<file path="config.mk">
export PLATFORM = sky130hd
export DESIGN_NAME = instruction_fetch_unit
export DESIGN_NICKNAME = d
export VERILOG_FILES = /design/src/rtl/fetch_pkg.sv /design/src/rtl/fetch_skid_fifo.sv /design/src/rtl/instruction_fetch_unit.sv
export SDC_FILE = /design/constraint.sdc
export NUM_CORES = 1
export LEC_CHECK = 0
export CORE_AREA = 2 2 160 115
export CTS_CLUSTER_DIAMETER = 40
export CTS_CLUSTER_SIZE = 8
export DETAILED_ROUTE_END_ITERATION = 16
export DIE_AREA = 0 0 162 117
export GPL_TIMING_DRIVEN = 0
export PLACE_DENSITY_LB_ADDON = 0.3
export REMOVE_ABC_BUFFERS = 1
export SETUP_SLACK_MARGIN = 0.05
export SLEW_MARGIN = 20
export SYNTH_ARGS = -nofsm -noshare
export SYNTH_HDL_FRONTEND = slang
export SYNTH_SLANG_ARGS = --single-unit
</file>
<file path="constraint.sdc">
create_clock -name clk -period 2.86 [get_ports clk]
set_input_delay 0.715 -clock clk [delete_from_list [all_inputs] [get_ports clk]]
set_output_delay 0.715 -clock clk [all_outputs]
set_load 0.005 [all_outputs]
</file>
<file path="src/rtl/fetch_pkg.sv">
// Shared constants and the {pc, inst} entry type for the instruction fetch slice.
package fetch_pkg;
  localparam int unsigned     XLEN     = 32;
  localparam int unsigned     IMEM_AW  = 15;
  localparam logic [XLEN-1:0] RESET_PC = 32'h0000_0000;
  localparam logic [XLEN-1:0] NOP      = 32'h0000_0013;

  typedef struct packed {
    logic [XLEN-1:0] pc;
    logic [XLEN-1:0] inst;
  } fetch_entry_t;
endpackage

</file>
<file path="src/rtl/fetch_skid_fifo.sv">
// Two-entry skid FIFO holding fetched {pc, inst} pairs; head is always entry[0],
// so the head outputs come straight from a register.
module fetch_skid_fifo
  import fetch_pkg::*;
(
  input  logic         clk,
  input  logic         rst_n,
  input  logic         push,
  input  fetch_entry_t push_data,
  input  logic         pop,
  input  logic         flush,
  output fetch_entry_t head,
  output logic [1:0]   count
);
  fetch_entry_t entry [2];
  logic         wr_idx;

  // Slot for the incoming word once the simultaneous pop (if any) has shifted.
  always_comb begin
    wr_idx = (count == 2'd2) || ((count == 2'd1) && !pop);
    head   = entry[0];
  end

  always_ff @(posedge clk or negedge rst_n) begin
    if (!rst_n) begin
      for (int unsigned i = 0; i < 2; i++) entry[i] <= '0;
      count <= '0;
    end else if (flush) begin
      count <= '0;
    end else begin
      if (pop) entry[0] <= entry[1];
      if (push) entry[wr_idx] <= push_data;
      count <= count + {1'b0, push} - {1'b0, pop};
    end
  end
endmodule

</file>
<file path="src/rtl/instruction_fetch_unit.sv">
// Fetch PC sequencer for the synchronous-read instruction memory, with a skid
// buffer absorbing the read latency and execute-stage redirects flushing it.
module instruction_fetch_unit #(
  parameter logic [31:0] RESET_PC = fetch_pkg::RESET_PC,
  parameter int unsigned IMEM_AW  = fetch_pkg::IMEM_AW
) (
  input  logic               clk,
  input  logic               rst_n,
  output logic [IMEM_AW-1:0] imem_addr,
  input  logic [31:0]        imem_ir,
  input  logic               redirect_valid,
  input  logic [31:0]        redirect_pc,
  output logic               out_valid,
  input  logic               out_ready,
  output logic [31:0]        out_pc,
  output logic [31:0]        out_inst
);
  import fetch_pkg::fetch_entry_t;

  logic [31:0]  fetch_pc;
  logic [31:0]  req_pc;
  logic         req_valid;
  logic [31:0]  redirect_base;
  logic         pop;
  logic         push;
  logic         issue;
  logic [2:0]   occupancy;
  logic [1:0]   fifo_count;
  logic         unused_redirect_lsbs;
  fetch_entry_t push_data;
  fetch_entry_t head;

  // Only issue when the word returning next cycle is guaranteed a FIFO slot.
  always_comb begin
    redirect_base        = {redirect_pc[31:2], 2'b00};
    unused_redirect_lsbs = ^redirect_pc[1:0];
    out_valid            = (fifo_count != 2'd0);
    pop                  = out_valid && out_ready;
    push                 = req_valid && !redirect_valid;
    occupancy            = {1'b0, fifo_count} + {2'b00, req_valid} - {2'b00, pop};
    issue                = (occupancy < 3'd2);
    imem_addr            = redirect_valid ? redirect_pc[IMEM_AW+1:2] : fetch_pc[IMEM_AW+1:2];
    push_data.pc         = req_pc;
    push_data.inst       = imem_ir;
    out_pc               = head.pc;
    out_inst             = head.inst;
  end

  always_ff @(posedge clk or negedge rst_n) begin
    if (!rst_n) begin
      fetch_pc  <= RESET_PC;
      req_valid <= 1'b0;
      req_pc    <= '0;
    end else if (redirect_valid) begin
      req_valid <= 1'b1;
      req_pc    <= redirect_base;
      fetch_pc  <= redirect_base + 32'd4;
    end else if (issue) begin
      req_valid <= 1'b1;
      req_pc    <= fetch_pc;
      fetch_pc  <= fetch_pc + 32'd4;
    end else begin
      req_valid <= 1'b0;
    end
  end

  fetch_skid_fifo u_fifo (
    .clk       (clk),
    .rst_n     (rst_n),
    .push      (push),
    .push_data (push_data),
    .pop       (pop),
    .flush     (redirect_valid),
    .head      (head),
    .count     (fifo_count)
  );
endmodule

</file>
* Word level (Yosys, flattened, before mapping)
Index checks and enable logic that the tools add are counted.
** Word-level totals
- Bits of input ports :: 68
- Output and inout bits :: 80
- Bits in registers :: 195
- Word-level logic and storage cells :: 45
** Cells by class
- Add/subtract/negate cells :: 6
- Multiplexer cells :: 14
- Reductions and logical operators :: 10
- Bitwise operators :: 2
- Equality and inequality tests :: 2
- Magnitude comparators :: 3
** Operators with widths (number)
- 2-to-1 mux 64 bit :: 3
- bitwise mux 128 bit :: 1
- 2-to-1 mux 128 bit :: 1
- 2-to-1 mux 32 bit :: 4
- adder 32 x 3 -> 32 bit (second input constant) :: 2
- demux 64 bit (select 1 bit) :: 1
- 2-to-1 mux 15 bit :: 1
- logical AND 1 bit :: 4
- nonzero test 2 bit :: 2
- adder 2 x 1 -> 3 bit :: 1
- < comparator 3 x 2 -> 1 bit (second input constant) :: 1
- subtractor 3 x 1 -> 3 bit :: 1
- adder 2 x 1 -> 2 bit :: 1
- equality test 2 x 1 -> 1 bit (second input constant) :: 1
- equality test 2 bit (second input constant) :: 1
- greater-or-equal comparator 2 bit (second input constant) :: 1
- zero test 1 bit :: 2
- < comparator 2 x 1 -> 1 bit (second input constant) :: 1
- 2-to-1 mux 1 bit :: 2
- 2-to-1 mux 2 bit :: 1
- inverter 1 -> 2 bit :: 1
- AND reduction 2 bit :: 1
- subtractor 2 x 1 -> 2 bit :: 1
- logical OR 1 bit :: 1
- inverter 1 bit :: 1

* Logic depth before layout (Yosys ltp)
- Depth after elaboration :: 12
- Gate-level depth with buffers :: 12
- Mapped depth without buffers :: 10

* By module
Synthesis repeated with hierarchy kept, for this count alone.
** Second synthesis, totals
- Cell total of the unflattened synthesis :: 916
- Area, all modules :: 9850.7 um^2
** Modules (own cells, without submodules)
- fetch_skid_fifo :: area an instance 6185.9 um^2, sequential area each 3253.1 um^2, times used 1, cells an instance 509
- instruction_fetch_unit :: area an instance 3664.8 um^2, sequential area each 1526.5 um^2, times used 1, cells an instance 407

* Worst setup path after synthesis
No wires, ideal clock.
- Path kind :: input -> register
- From :: input redirect_valid
- To :: register fetch_pc[30]
- Data arrival time :: 2.941 ns
- Cell stages on the path :: 12
- Setup slack :: -0.214 ns
- Library setup time :: 0.133 ns
- Path buffers :: 4
- Required time :: 2.727 ns
- Cell sequence :: buf_6 buf_8 buf_2 buf_2 mux2_2 ha_1 nand2_1 nor3_1 o211ai_2 nor4_2 xnor2_1 mux2i_1
** On the way
- Cells in the longest elaborated chain, start to end :: 1
- Elaborated cells on any way between the ends :: 2
- Classes of those cells :: mux (1); reduce/logical (1)
** Ends and longest elaborated chain
- start: declaration :: line instruction_fetch_unit.sv:11 : input logic redirect_valid,
- 2-to-1 mux 32 bit / nonzero test 2 bit (equally long branches)
- end signal: assignment :: line instruction_fetch_unit.sv:57 : fetch_pc <= redirect_base + 32'd4;
- end signal: assignment :: line instruction_fetch_unit.sv:61 : fetch_pc <= fetch_pc + 32'd4;
- end: declaration :: line instruction_fetch_unit.sv:20 : logic [31:0] fetch_pc;
Parallel ways exist; a longest one is shown, timed or not.
A chain may end at the register's enable or synchronous reset.

* Worst setup path after layout
- From :: input redirect_pc[13]
- To :: output imem_addr[11]
** On the way
- Cells in the longest elaborated chain, start to end :: 1
** Ends and longest elaborated chain
- start: declaration :: line instruction_fetch_unit.sv:12 : input logic [31:0] redirect_pc,
- 2-to-1 mux 15 bit :: line instruction_fetch_unit.sv:42 : imem_addr = redirect_valid ? redirect_pc[IMEM_AW+1:2] : fetch_pc[IMEM_AW+1:2];
- end: declaration :: line instruction_fetch_unit.sv:9 : output logic [IMEM_AW-1:0] imem_addr,
Every way passes these cells.

==> results.py <==
metrics = {
    "grt": {
        "antenna_found_initial": 0,
        "grt_pass1_wl_um": 34850,
        "overflow": 0,
        "grt_max_degree": 82,
        "grt.total_usage_pct": 23.78,
        "grt_pass1_vias": 6598,
    },
    "power_and_ir_drop": {
        "p_sw_uw": 3905,
        "power_frac_comb_pct": 39.9,
        "irDropWorstVdd_uv": 462.2,
        "p_sw_share_pct": 33.49,
        "power_density_nw_per_um2": 1012,
        "power_frac_seq_pct": 40.4,
        "p_clk_share_pct": 19.7,
        "p_int_uw": 7756,
        "p_leak_uw": 0.004961,
    },
    "critical_path": {
        "worstPathCellList": "clkdlybuf4s50_1 > mux2_2 > clkdlybuf4s50_1",
        "critPathKind": "in2out",
        "r2r_cells": 10,
        "crit_path_start_kind": "primary input",
        "critPathArrivalTime_ps": 2090,
        "crit_path_frequent_cell": "clkdlybuf4s50_1",
        "crit_required_ps": 2140,
        "critPathMaxFanout": 4,
        "crit_cells": 3,
        "path_delay_family": "buffers and inverters",
        "cpMaxStageDelayCell": "clkdlybuf4s50_1",
        "end_kind": "primary output",
        "critPathBufInv": 2,
        "slowest_delay_ps": 580,
    },
    "sta": {
        "fin_ws_ps": 54.43,
        "fin_crit_sh_pct": 98.10,
        "setup_viol": 0,
        "relSlewSlack_pct": 54.50,
        "maxSlewViolCount": 0,
        "holdWs_ps": 159.4,
        "finalHoldViolations": 0,
        "worst_pin_slew_ps": 680.7,
        "fmax_mhz": 356.4,
        "min_period_ps": 2806,
        "finClkSkew_ps": 9.639,
        "rsz0062_at_grt": "true",
    },
    "synthesis": {
        "yosysTopAreaCell": "dfrtp_1",
        "synth_area_leaders": "dfrtp_1 52%, mux2_2 8.6%, a222oi_1 6.8%, buf_4 5.3%, mux2i_1 3.7%",
        "synth_top_cells_by_count": "191 x dfrtp_1, 73 x inv_1, 71 x mux2_2",
        "synth_ff_type": "dfrtp_1",
        "synth-edff-count": 0,
        "synth_area_um2": 9274,
        "ys_types": 49,
        "synth-seq-cells": 191,
        "yosysMostFrequentCell": "dfrtp_1",
        "syn_avg_cell_area_um2": 11.04,
        "ys_async_sr_fraction_pct": 100.0,
        "synth_warnings": 0,
        "ys_seq_area_share_pct": 51.54,
        "synthCells": 840,
        "synth_top_area_share_pct": 51.54,
    },
    "drt": {
        "drt-initial-drc-count": 872,
        "totalWireLength_um": 21600,
        "drc": 0,
        "ant_nets": 0,
        "drt_pre_antenna_iters": 13,
        "viasPerCell": 5.689,
        "num_vias": 6667,
        "wl_per_cell_um": 18.43,
    },
    "clock_network": {
        "cts_tree": "done",
        "insertion_delay_ps": 440,
        "cts_buffers": 17,
        "cts.sinks": 191,
        "clockBufferDepth": 2,
        "cts_root_buf": "clkbuf_16",
        "ctsHoldBuffers": 0,
        "cts.reportedPaths.clkPinSlew_ps": 70,
        "htreeDepth": 4,
    },
    "cells_and_area": {
        "syn_to_final_growth_pct": 24.30,
        "finalNonFillerCells": 1172,
        "layout.nets": 996,
        "drive_gt1_share_pct": 17.52,
        "fill_cells": 1345,
        "n_antenna_cell": 0,
    },
    "floorplanning": {
        "core_um2": 17540,
        "die_h_um": 117,
        "initial_utilization_pct": 52.86,
        "core.rowCount": 41,
        "dieArea_um2": 18950,
        "die_x_um": 162,
        "pin_count": 148,
    },
    "place": {
        "io_buffers": 145,
        "hpwl_um": 13960,
        "dp_slack_ps": -1152,
        "dp_cells": 1127,
        "place.gp.congestion": 0.7792,
    },
    "flow_run": {
        "drv_cap": 0,
    },
    "outcome": {
        "status": "finished clean",
    },
    "worst_hold_path": {
        "hp-class": "in2async",
    },
}
-- cell families after synthesis --
group / synth area share [%]
fa+ha+maj: 0.6207
compound gates: 11.28
mux: 12.29
xor+xnor: 4.061
flops: 51.54
simple gates: 9.822
buf+inv: 10.39
-- final timing paths --
path,startpoint,to,slack [ps]
min,rst_n,asynchronous set/reset pin,160
min reg2reg,flip-flop,flip-flop,490
max,redirect_pc[13],imem_addr[11],50
max in group asynchronous,rst_n,fetch_pc[16],1980
min in group clk,flip-flop,flip-flop,490
max reg2reg,u_fifo.count[1],fetch_pc[31],160
-- layout by cell type (no fill, tap or decap), types with 5 or more instances in the layout --
cell	n
o21ai_0	29
a21oi_1	21
nand3b_1	12
nor2_1	54
xnor2_1	35
clkdlybuf4s50_1	140
mux2_2	71
inv_1	73
nand4_1	5
dfrtp_1	191
a222oi_1	63
clkbuf_16	17
and2_1	5
buf_16	7
buf_4	14
xor2_1	7
nand2_1	47
nor3_1	15
mux2i_1	28
nand3_1	20
-- routing by layer --
metal | GRT usage [%] | vias up | routed length, um | part of all wire [%]
met4 | 5.782 | 0 | 220 | 1.0
met5 | 0 | - | 0 | 0
met3 | 5.955 | 14 | 1550 | 7.2
met1 | 33.95 | 3333 | 10140 | 47
li1 | - | 3089 | - | -
met2 | 37.02 | 231 | 9689 | 45
-- final cells by class --
| type | count | area [um2] | share of cell area, % |
|---|---|---|---|
| inverters | 74 | 282.8 | 2.453 |
| flip-flops and latches | 191 | 4780 | 41.46 |
| repair buffers | 173 | 1902 | 16.50 |
| well taps | 236 | 295.3 | 2.562 |
| clock inverters | 14 | 133.9 | 1.161 |
| clock buffers | 17 | 425.4 | 3.690 |
| multi-input cells | 466 | 3700 | 32.10 |
| repair inverters | 1 | 8.758 | 0.07598 |
-- power by group through the flow --
stage | Sequential [uW] | Combinational, uW | Clock, uW
after floorplan | 4590 | 2340 | 0
after global placement | 4680 | 4160 | 0
after detailed placement | 4730 | 4370 | 0
after CTS | 4690 | 4670 | 2350
final | 4710 | 4650 | 2300
after global routing | 4870 | 5080 | 2480
-- stage by stage --
step | util, % | instance area [um2] | power (uW) | TNS [ps]
2_1_floorplan | - | 8588 | 6926 | -185600
3_3_place_gp | 58.91 | 10330 | 8833 | -2649990
3_5_place_dp | 60.80 | 10670 | 9098 | -90180
4_1_cts | 65.50 | 11490 | 11720 | 0
5_1_grt | 65.70 | 11530 | 12430 | 0
6_report | 65.70 | 11530 | 11660 | 0
-- timing repair --
action / 4_1_cts / 5_1_grt
pin swaps: 7 / 0
setup buffers: 10 / 0
resized for setup: 21 / 7
cloned: 4 / 0
hold endpoints to repair: 0 / 0
endpoints found under the setup margin: 122 / 9
Note: power is estimated with default switching activity, not from simulation.
